File: src/rtl/pipo_shift_seq.sv
// pipo_shift_seq: parallel-in/parallel-out shifter, STEP bits per clock,
// start/busy/done handshake. Revision 1.0
`default_nettype none

module pipo_shift_seq #(
  parameter int WIDTH = 16,
  parameter int AMT_W = 5,
  parameter int STEP  = 1
) (
  input  logic             clk,
  input  logic             reset,
  input  logic [WIDTH-1:0] data_in,
  input  logic             load,
  input  logic             start,
  input  logic [2:0]       mode,
  input  logic [AMT_W-1:0] amount,
  input  logic             serial_in,
  output logic [WIDTH-1:0] data_out,
  output logic             busy,
  output logic             done,
  output logic             carry_out
);

  localparam int SW = $clog2(WIDTH + 1);
  localparam int CW = ((AMT_W > SW) ? AMT_W : SW) + 1;
  localparam logic [CW-1:0] STEP_C  = CW'(STEP);
  localparam logic [SW-1:0] WIDTH_C = SW'(WIDTH);

  localparam logic [2:0] MODE_LSL = 3'd0;
  localparam logic [2:0] MODE_LSR = 3'd1;
  localparam logic [2:0] MODE_ASR = 3'd2;
  localparam logic [2:0] MODE_ROL = 3'd3;
  localparam logic [2:0] MODE_ROR = 3'd4;
  localparam logic [2:0] MODE_SL  = 3'd5;
  localparam logic [2:0] MODE_SR  = 3'd6;
  localparam logic [2:0] MODE_NOP = 3'd7;

  typedef enum logic [1:0] {
    S_IDLE  = 2'd0,
    S_SHIFT = 2'd1,
    S_DONE  = 2'd2
  } state_t;

  state_t           state;
  logic [AMT_W-1:0] rem;
  logic [2:0]       op;

  logic [CW-1:0]    rem_ext;
  logic [CW-1:0]    s_ext;
  logic [SW-1:0]    s;
  logic [AMT_W-1:0] rem_next;
  logic [WIDTH-1:0] fill_lo, fill_hi;
  logic [WIDTH-1:0] lsl_v, lsr_v, asr_v;
  logic [WIDTH:0]   left_ext, right_ext;
  logic [WIDTH-1:0] nxt_data;
  logic             nxt_carry;

  always_comb begin
    rem_ext  = CW'(rem);
    s_ext    = (rem_ext < STEP_C) ? rem_ext : STEP_C;
    s        = SW'(s_ext);
    rem_next = rem - AMT_W'(s_ext);

    fill_lo  = ~({WIDTH{1'b1}} << s);
    fill_hi  = ~({WIDTH{1'b1}} >> s);
    lsl_v    = data_out << s;
    lsr_v    = data_out >> s;
    asr_v    = $signed(data_out) >>> s;

    // One extra bit on each side captures the last bit pushed out
    left_ext  = {1'b0, data_out} << s;
    right_ext = {data_out, 1'b0} >> s;

    nxt_data  = data_out;
    nxt_carry = carry_out;
    case (op)
      MODE_LSL: begin nxt_data = lsl_v;                                 nxt_carry = left_ext[WIDTH]; end
      MODE_LSR: begin nxt_data = lsr_v;                                 nxt_carry = right_ext[0];    end
      MODE_ASR: begin nxt_data = asr_v;                                 nxt_carry = right_ext[0];    end
      MODE_ROL: begin nxt_data = lsl_v | (data_out >> (WIDTH_C - s));   nxt_carry = left_ext[WIDTH]; end
      MODE_ROR: begin nxt_data = lsr_v | (data_out << (WIDTH_C - s));   nxt_carry = right_ext[0];    end
      MODE_SL:  begin nxt_data = lsl_v | (serial_in ? fill_lo : '0);    nxt_carry = left_ext[WIDTH]; end
      MODE_SR:  begin nxt_data = lsr_v | (serial_in ? fill_hi : '0);    nxt_carry = right_ext[0];    end
      default:  begin nxt_data = data_out;                              nxt_carry = carry_out;       end
    endcase
  end

  always_ff @(posedge clk) begin
    if (reset) begin
      state     <= S_IDLE;
      data_out  <= '0;
      busy      <= 1'b0;
      done      <= 1'b0;
      carry_out <= 1'b0;
      rem       <= '0;
      op        <= MODE_LSL;
    end else begin
      case (state)
        S_IDLE: begin
          done <= 1'b0;
          if (load) data_out <= data_in;
          if (start) begin
            op  <= mode;
            rem <= amount;
            if (amount == '0 || mode == MODE_NOP) begin
              state <= S_DONE;
              done  <= 1'b1;
            end else begin
              state <= S_SHIFT;
              busy  <= 1'b1;
            end
          end
        end
        S_SHIFT: begin
          data_out  <= nxt_data;
          carry_out <= nxt_carry;
          rem       <= rem_next;
          if (rem_next == '0) begin
            state <= S_DONE;
            busy  <= 1'b0;
            done  <= 1'b1;
          end
        end
        S_DONE: begin
          done  <= 1'b0;
          state <= S_IDLE;
        end
        default: begin
          busy  <= 1'b0;
          done  <= 1'b0;
          state <= S_IDLE;
        end
      endcase
    end
  end

endmodule

`default_nettype wire

File: config.mk
export PLATFORM = sky130hd
export DESIGN_NAME = pipo_shift_seq
export DESIGN_NICKNAME = d
export VERILOG_FILES = /design/src/rtl/pipo_shift_seq.sv
export SDC_FILE = /design/constraint.sdc
export NUM_CORES = 1
export LEC_CHECK = 0
export BUFFER_PORTS_ARGS = -buffer_cell sky130_fd_sc_hd__buf_2
export CAP_MARGIN = 15
export CORE_MARGIN = 1.5
export CORE_UTILIZATION = 35
export DETAILED_ROUTE_END_ITERATION = 10
export PLACE_DENSITY = 0.62
export REMOVE_ABC_BUFFERS = 1
export SLEW_MARGIN = 5
export SYNTH_ARGS = -nofsm -noshare
export SYNTH_HDL_FRONTEND = slang
export SYNTH_SLANG_ARGS = --single-unit
File: constraint.sdc
create_clock -name clk -period 10.8 [get_ports clk]
set_input_delay 2.16 -clock clk [delete_from_list [all_inputs] [get_ports clk]]
set_output_delay 2.16 -clock clk [all_outputs]
set_load 0.005 [all_outputs]
* After elaboration in Yosys (flattened, before gate mapping)
Cells that the tools add are included.
** Operators by class
- Reductions and logical operators :: 15
- Equality and inequality tests :: 14
- $lt $le $gt $ge :: 1
- Muxes and demuxes :: 21
- Bitwise logic cells :: 7
- Shifts and indexed selects :: 9
- Add/sub/neg operators :: 2
** Operators by type and width (count)
- $pmux W16 S7 :: 1
- $or A16 B16 Y16 :: 4
- $mux W16 :: 3
- $not A16 Y16 :: 2
- $pmux W16 S2 :: 1
- $shl A16 B5 Y16 :: 2
- $shr A16 B5 Y16 :: 2
- $shl A16 B5 Y17 :: 1
- $shr A17 B5 Y1 :: 1
- $shl A16 B5 Y16 const A :: 1
- $shr A16 B5 Y16 const A :: 1
- $sshr A16 B5 Y16 :: 1
- $eq A3 B3 Y1 const B :: 4
- $logic_not A5 Y1 :: 2
- $mux W5 :: 2
- $pmux W5 S2 :: 1
- $ne A2 B2 Y1 const B :: 4
- $ne A8 B1 Y1 const B :: 1
- $reduce_and A2 Y1 :: 4
- $eq A3 B2 Y1 const B :: 2
- $mux W1 :: 6
- $mux W2 :: 3
- $lt A5 B1 Y1 const B :: 1
- $sub A5 B5 Y5 :: 1
- 16 further kinds :: 18
** Word-level totals
- Register bits :: 29
- Logic and storage cells :: 76
- Input bits :: 29
- Output and inout port bits :: 19

* Longest topological paths before layout
- Depth after elaboration :: 8
- Depth in mapped cells :: 17
- Mapped depth without buffers :: 12

* Worst setup path before layout
Ideal clock, no wire load.
- Path kind :: reg2reg
- Start :: register rem[1]
- End :: register data_out[13]
- Period minus slack after synthesis :: 3.659 ns
- Data arrival time :: 3.580 ns
- Slack :: 7.141 ns
- Path buffers :: 5
- Setup time :: 0.079 ns
- Stages on the path, launching flop included :: 17
- Data required time :: 10.721 ns
- Cell sequence :: dfxtp_1 > buf_6 > nor4_4 > nand2b_1 > clkinv_1 > buf_2 > buf_2 > ha_1 > clkbuf_1 > inv_1 > ha_1 > clkbuf_1 > nor3_1 > a41o_1 > o21ai_0 > o211a_1 > a22oi_1
** On the way
- Longest elaborated chain between the ends :: 8
- Elaborated cells on any way between the ends :: 20
- Those cells by class :: add/sub (1); order compare (1); shift (7); mux (5); bitwise (6)
** RTL lines
- start: declaration :: RTL line 45 : logic [AMT_W-1:0] rem;
- start signal: assignment :: RTL line 104 : rem <= amount;
- start signal: assignment :: RTL line 117 : rem <= rem_next;
- $lt A5 B1 Y1 :: RTL line 60 : s_ext = (rem_ext < STEP_C) ? rem_ext : STEP_C;
- $mux W5 * :: RTL line 60
- parallel branches: the longest is 4 deep, another holds $sub A5 B5 Y5
- $pmux W16 S7 * :: RTL line 76 : case (op)
- $pmux W16 S2 * :: RTL line 98 : case (state)
- end signal: assignment :: RTL line 101 : if (load) data_out <= data_in;
- end signal: assignment :: RTL line 115 : data_out <= nxt_data;
- end: declaration :: RTL line 18 : output logic [WIDTH-1:0] data_out,
Mark *: on every way between the ends.
A chain may end at the register's enable or synchronous reset.

* Worst setup path after layout
Same ends and word-level chain as after synthesis.

==> out/metrics.cfg <==
[die]
rows = 34
fp.dieW_um = 97.8
core_area_sq_um = 8720
die-height_um = 97.8
initial_utilization_pct = 36.0
die_area_sq_um = 9560
io_pins = 48

[detailed_routing]
wl_mm = 13.1
routed_via_density = 6.69
wl_per_cell_um = 22.2
first_pass_iters = 6
first_iter_violations = 587
vias = 3949
ant_nets = 0
drcViolationCount = 0

[global_routing]
antenna_found_initial = 0
grt_max_degree = 48
grt_pass1_wl_mm = 20.3
grt_pass1_vias = 3626
grt_overflow_total = 0
grt_usage_pct = 26.7

[pwr]
power.total_uw = 717
power_frac_seq_pct = 22.7
power_frac_clock_pct = 17.2
p_comb_share_pct = 60.0
swShare_pct = 51.8
ir_drop_uv = 96.9
p_leak_uw = 0.00131
p_per_area_nw_per_um2 = 204
p_switching_uw = 372
p_int_uw = 346

[clock_network]
numCtsBuffers = 5
ctsHoldBuffers = 0
cts.clk_slew.worst_paths_ns = 0.07
clock_path_buffers = 2
insertion_delay_ns = 0.30
cts_tree = done
cts-htree-levels = 2
cts_sinks = 29
clockRootBuffer = clkbuf_8
cts_resized = 0
postCtsSetupBuffers = 0

[cells_and_area]
drive_above_1_share_pct = 16.6
finalNonFillerCells = 590
multi_input_area_sq_um = 2330
regArea_sq_um = 581
syn_to_final_growth_pct = 11.8
num-nets-final = 515
nFillCells = 918
antenna_cells = 0

[outcome]
status = complete, no violations

[logic_synthesis]
synth-edff-count = 0
syn_area_per_cell_sq_um = 6.80
yosys.cell_count.top_type = nor2_1
synthSimpleGateAreaFrac_pct = 24.4
netlist_area_sq_um = 3140
seq_area_frac_synth_pct = 18.5
synth-compound-area-share_pct = 41.0
synth_top_cell_area_share_pct = 18.5
synth.cells.most_frequent = nor2_1, nand2_1, o21ai_0, clkbuf_1, a21oi_1
yosys.area_share.xor_xnor_pct = 0.279
synthCells = 462
synthFlopType = dfxtp_1
synth_top_cell_by_area = dfxtp_1
muxShareOfSynthArea_pct = 5.85
ys_warn_count = 0
synth_top_family_by_area = compound AO/OA/AOI/OAI gates
async_flop_share_pct = 0
synthTopCellsByArea = dfxtp_1, o21ai_0, nor2_1
synth_cell_type_count = 67
synth_fa_ha_area_share_pct = 1.99
ys_seq_elements = 29

[sta]
fin_crit_sh_pct = 41.7
finalMaxSlewViolations = 0
worst_pin_slew_ns = 1.05
hold_ws_ns = 0.494
fmax_mhz = 222
fin_setup_tns_ns = 0
fin_worst_skew_ns = 0.00415
finalSetupViolCount = 0
fin_crit_ns = 4.51
setup_slack_ns = 6.29
rsz0062_at_grt = false
finalHoldViolations = 0
slew_headroom_pct = 29.5

[worst_setup_path]
worstPathRequired_ns = 11.02
critPathKind = flop to flop
regToRegEndpoint = data_out[13]
startpoint_type = flop
cp_slowest_cell = nor3_1
path_cells = nor4_4, nand2b_1, clkinv_1, ha_1, inv_1, ha_1, nor3_1, a41o_1, o21ai_0, o211a_1, a22oi_1
regToRegStartpoint = rem[1]
critPathCaptureType = flop
slowest_delay_ns = 0.80
rr_worst_depth = 11
crit_top_cell = ha_1
arrival_ns = 4.72
r2r_slack_ns = 6.29
cp_max_fo = 25

[placement]
hpwlAfterDp_mm = 9.34
placed_cells = 582
gp_congestion = 0.983
io_buffers = 47
dp_worst_setup_slack_ns = 6.42

[flow_run]
max-cap-violations = 0

[min_path]
hold_depth = 2
hold_class = flop to flop
min_to = done
worstHoldStart = done

## layout by cell type (no fill, tap or decap), drive strengths merged, types with 7 or more instances in the layout
| cell | Yosys | final |
|---|---|---|
| o21ai | 45 | 45 |
| a31oi | 18 | 18 |
| a21oi | 33 | 33 |
| nor2 | 50 | 50 |
| buf | 7 | 54 |
| inv | 17 | 17 |
| nand2 | 43 | 43 |
| dfxtp | 29 | 29 |
| a311oi | 9 | 9 |
| nor3 | 16 | 16 |
| a211oi | 10 | 10 |
| clkbuf | 37 | 7 |
| o211ai | 13 | 13 |
| nand3 | 13 | 13 |
| a22oi | 11 | 11 |
## power by group through the flow
stage	combinational (uW)	clock, uW	sequential, uW
after global routing	458	132	166
after global placement	419	0	164
after floorplan	286	0	149
final	431	124	163
after CTS	415	128	161
after detailed placement	413	0	164
## kinds of logic after synthesis
| family | Yosys count |
|---|---|
| other cells | 2 |
| xor+xnor | 1 |
| buf+inv | 62 |
| compound gates | 190 |
| flops | 29 |
| mux | 14 |
| fa+ha+maj | 5 |
| simple gates | 159 |
## sequential cells by signal, indices dropped and copies added (netlist names)
register   flops
carry_out      1
rem            5
state          2
done           1
data_out      16
op             3
busy           1
## worst max-delay path: cells and delay by family, from the launching register on
kind | cells | cell delay [ns]
buffers and inverters | 2 | 0.56
adder cells (fa/ha/maj) | 2 | 1.07
AND/OR/NAND/NOR | 3 | 1.75
AO/OA/AOI/OAI | 4 | 0.63
flip-flops | 1 | 0.40
## layout make-up
type	instances	area share, %
Clock buffer	7	2.46
Sequential cell	29	16.5
Multi-Input combinational cell	373	66.2
Inverter	18	1.92
Timing Repair Buffer	54	8.19
Clock inverter	1	0.854
Tap cell	108	3.84
## worst max path at each step
stage,start,end,slack (ns),cells after the start
6_report,rem[1],data_out[13],6.29,11
3_5_place_dp,rem[1],data_out[13],6.42,11
4_1_cts,rem[1],data_out[13],6.39,11
3_3_place_gp,rem[1],data_out[5],6.53,12
5_1_grt,rem[1],data_out[13],5.97,11
2_1_floorplan,rem[0],data_out[5],6.10,11
## stage by stage
| step | utilization (%) | cell area (sq um) |
|---|---|---|
| 2_1_floorplan | - | 2970 |
| 3_3_place_gp | 39.0 | 3400 |
| 3_5_place_dp | 39.0 | 3400 |
| 4_1_cts | 40.3 | 3510 |
| 5_1_grt | 40.3 | 3510 |
| 6_report | 40.3 | 3510 |
## layer usage
metal | wire [um] | global-route usage (%) | vias to the layer above
met4 | 600 | 11.4 | 0
met1 | 5460 | 35.9 | 1853
met2 | 5780 | 41.3 | 263
met3 | 1240 | 5.87 | 44
met5 | 0 | 0 | -
li1 | - | - | 1789
(Power assumes the default switching activity.)
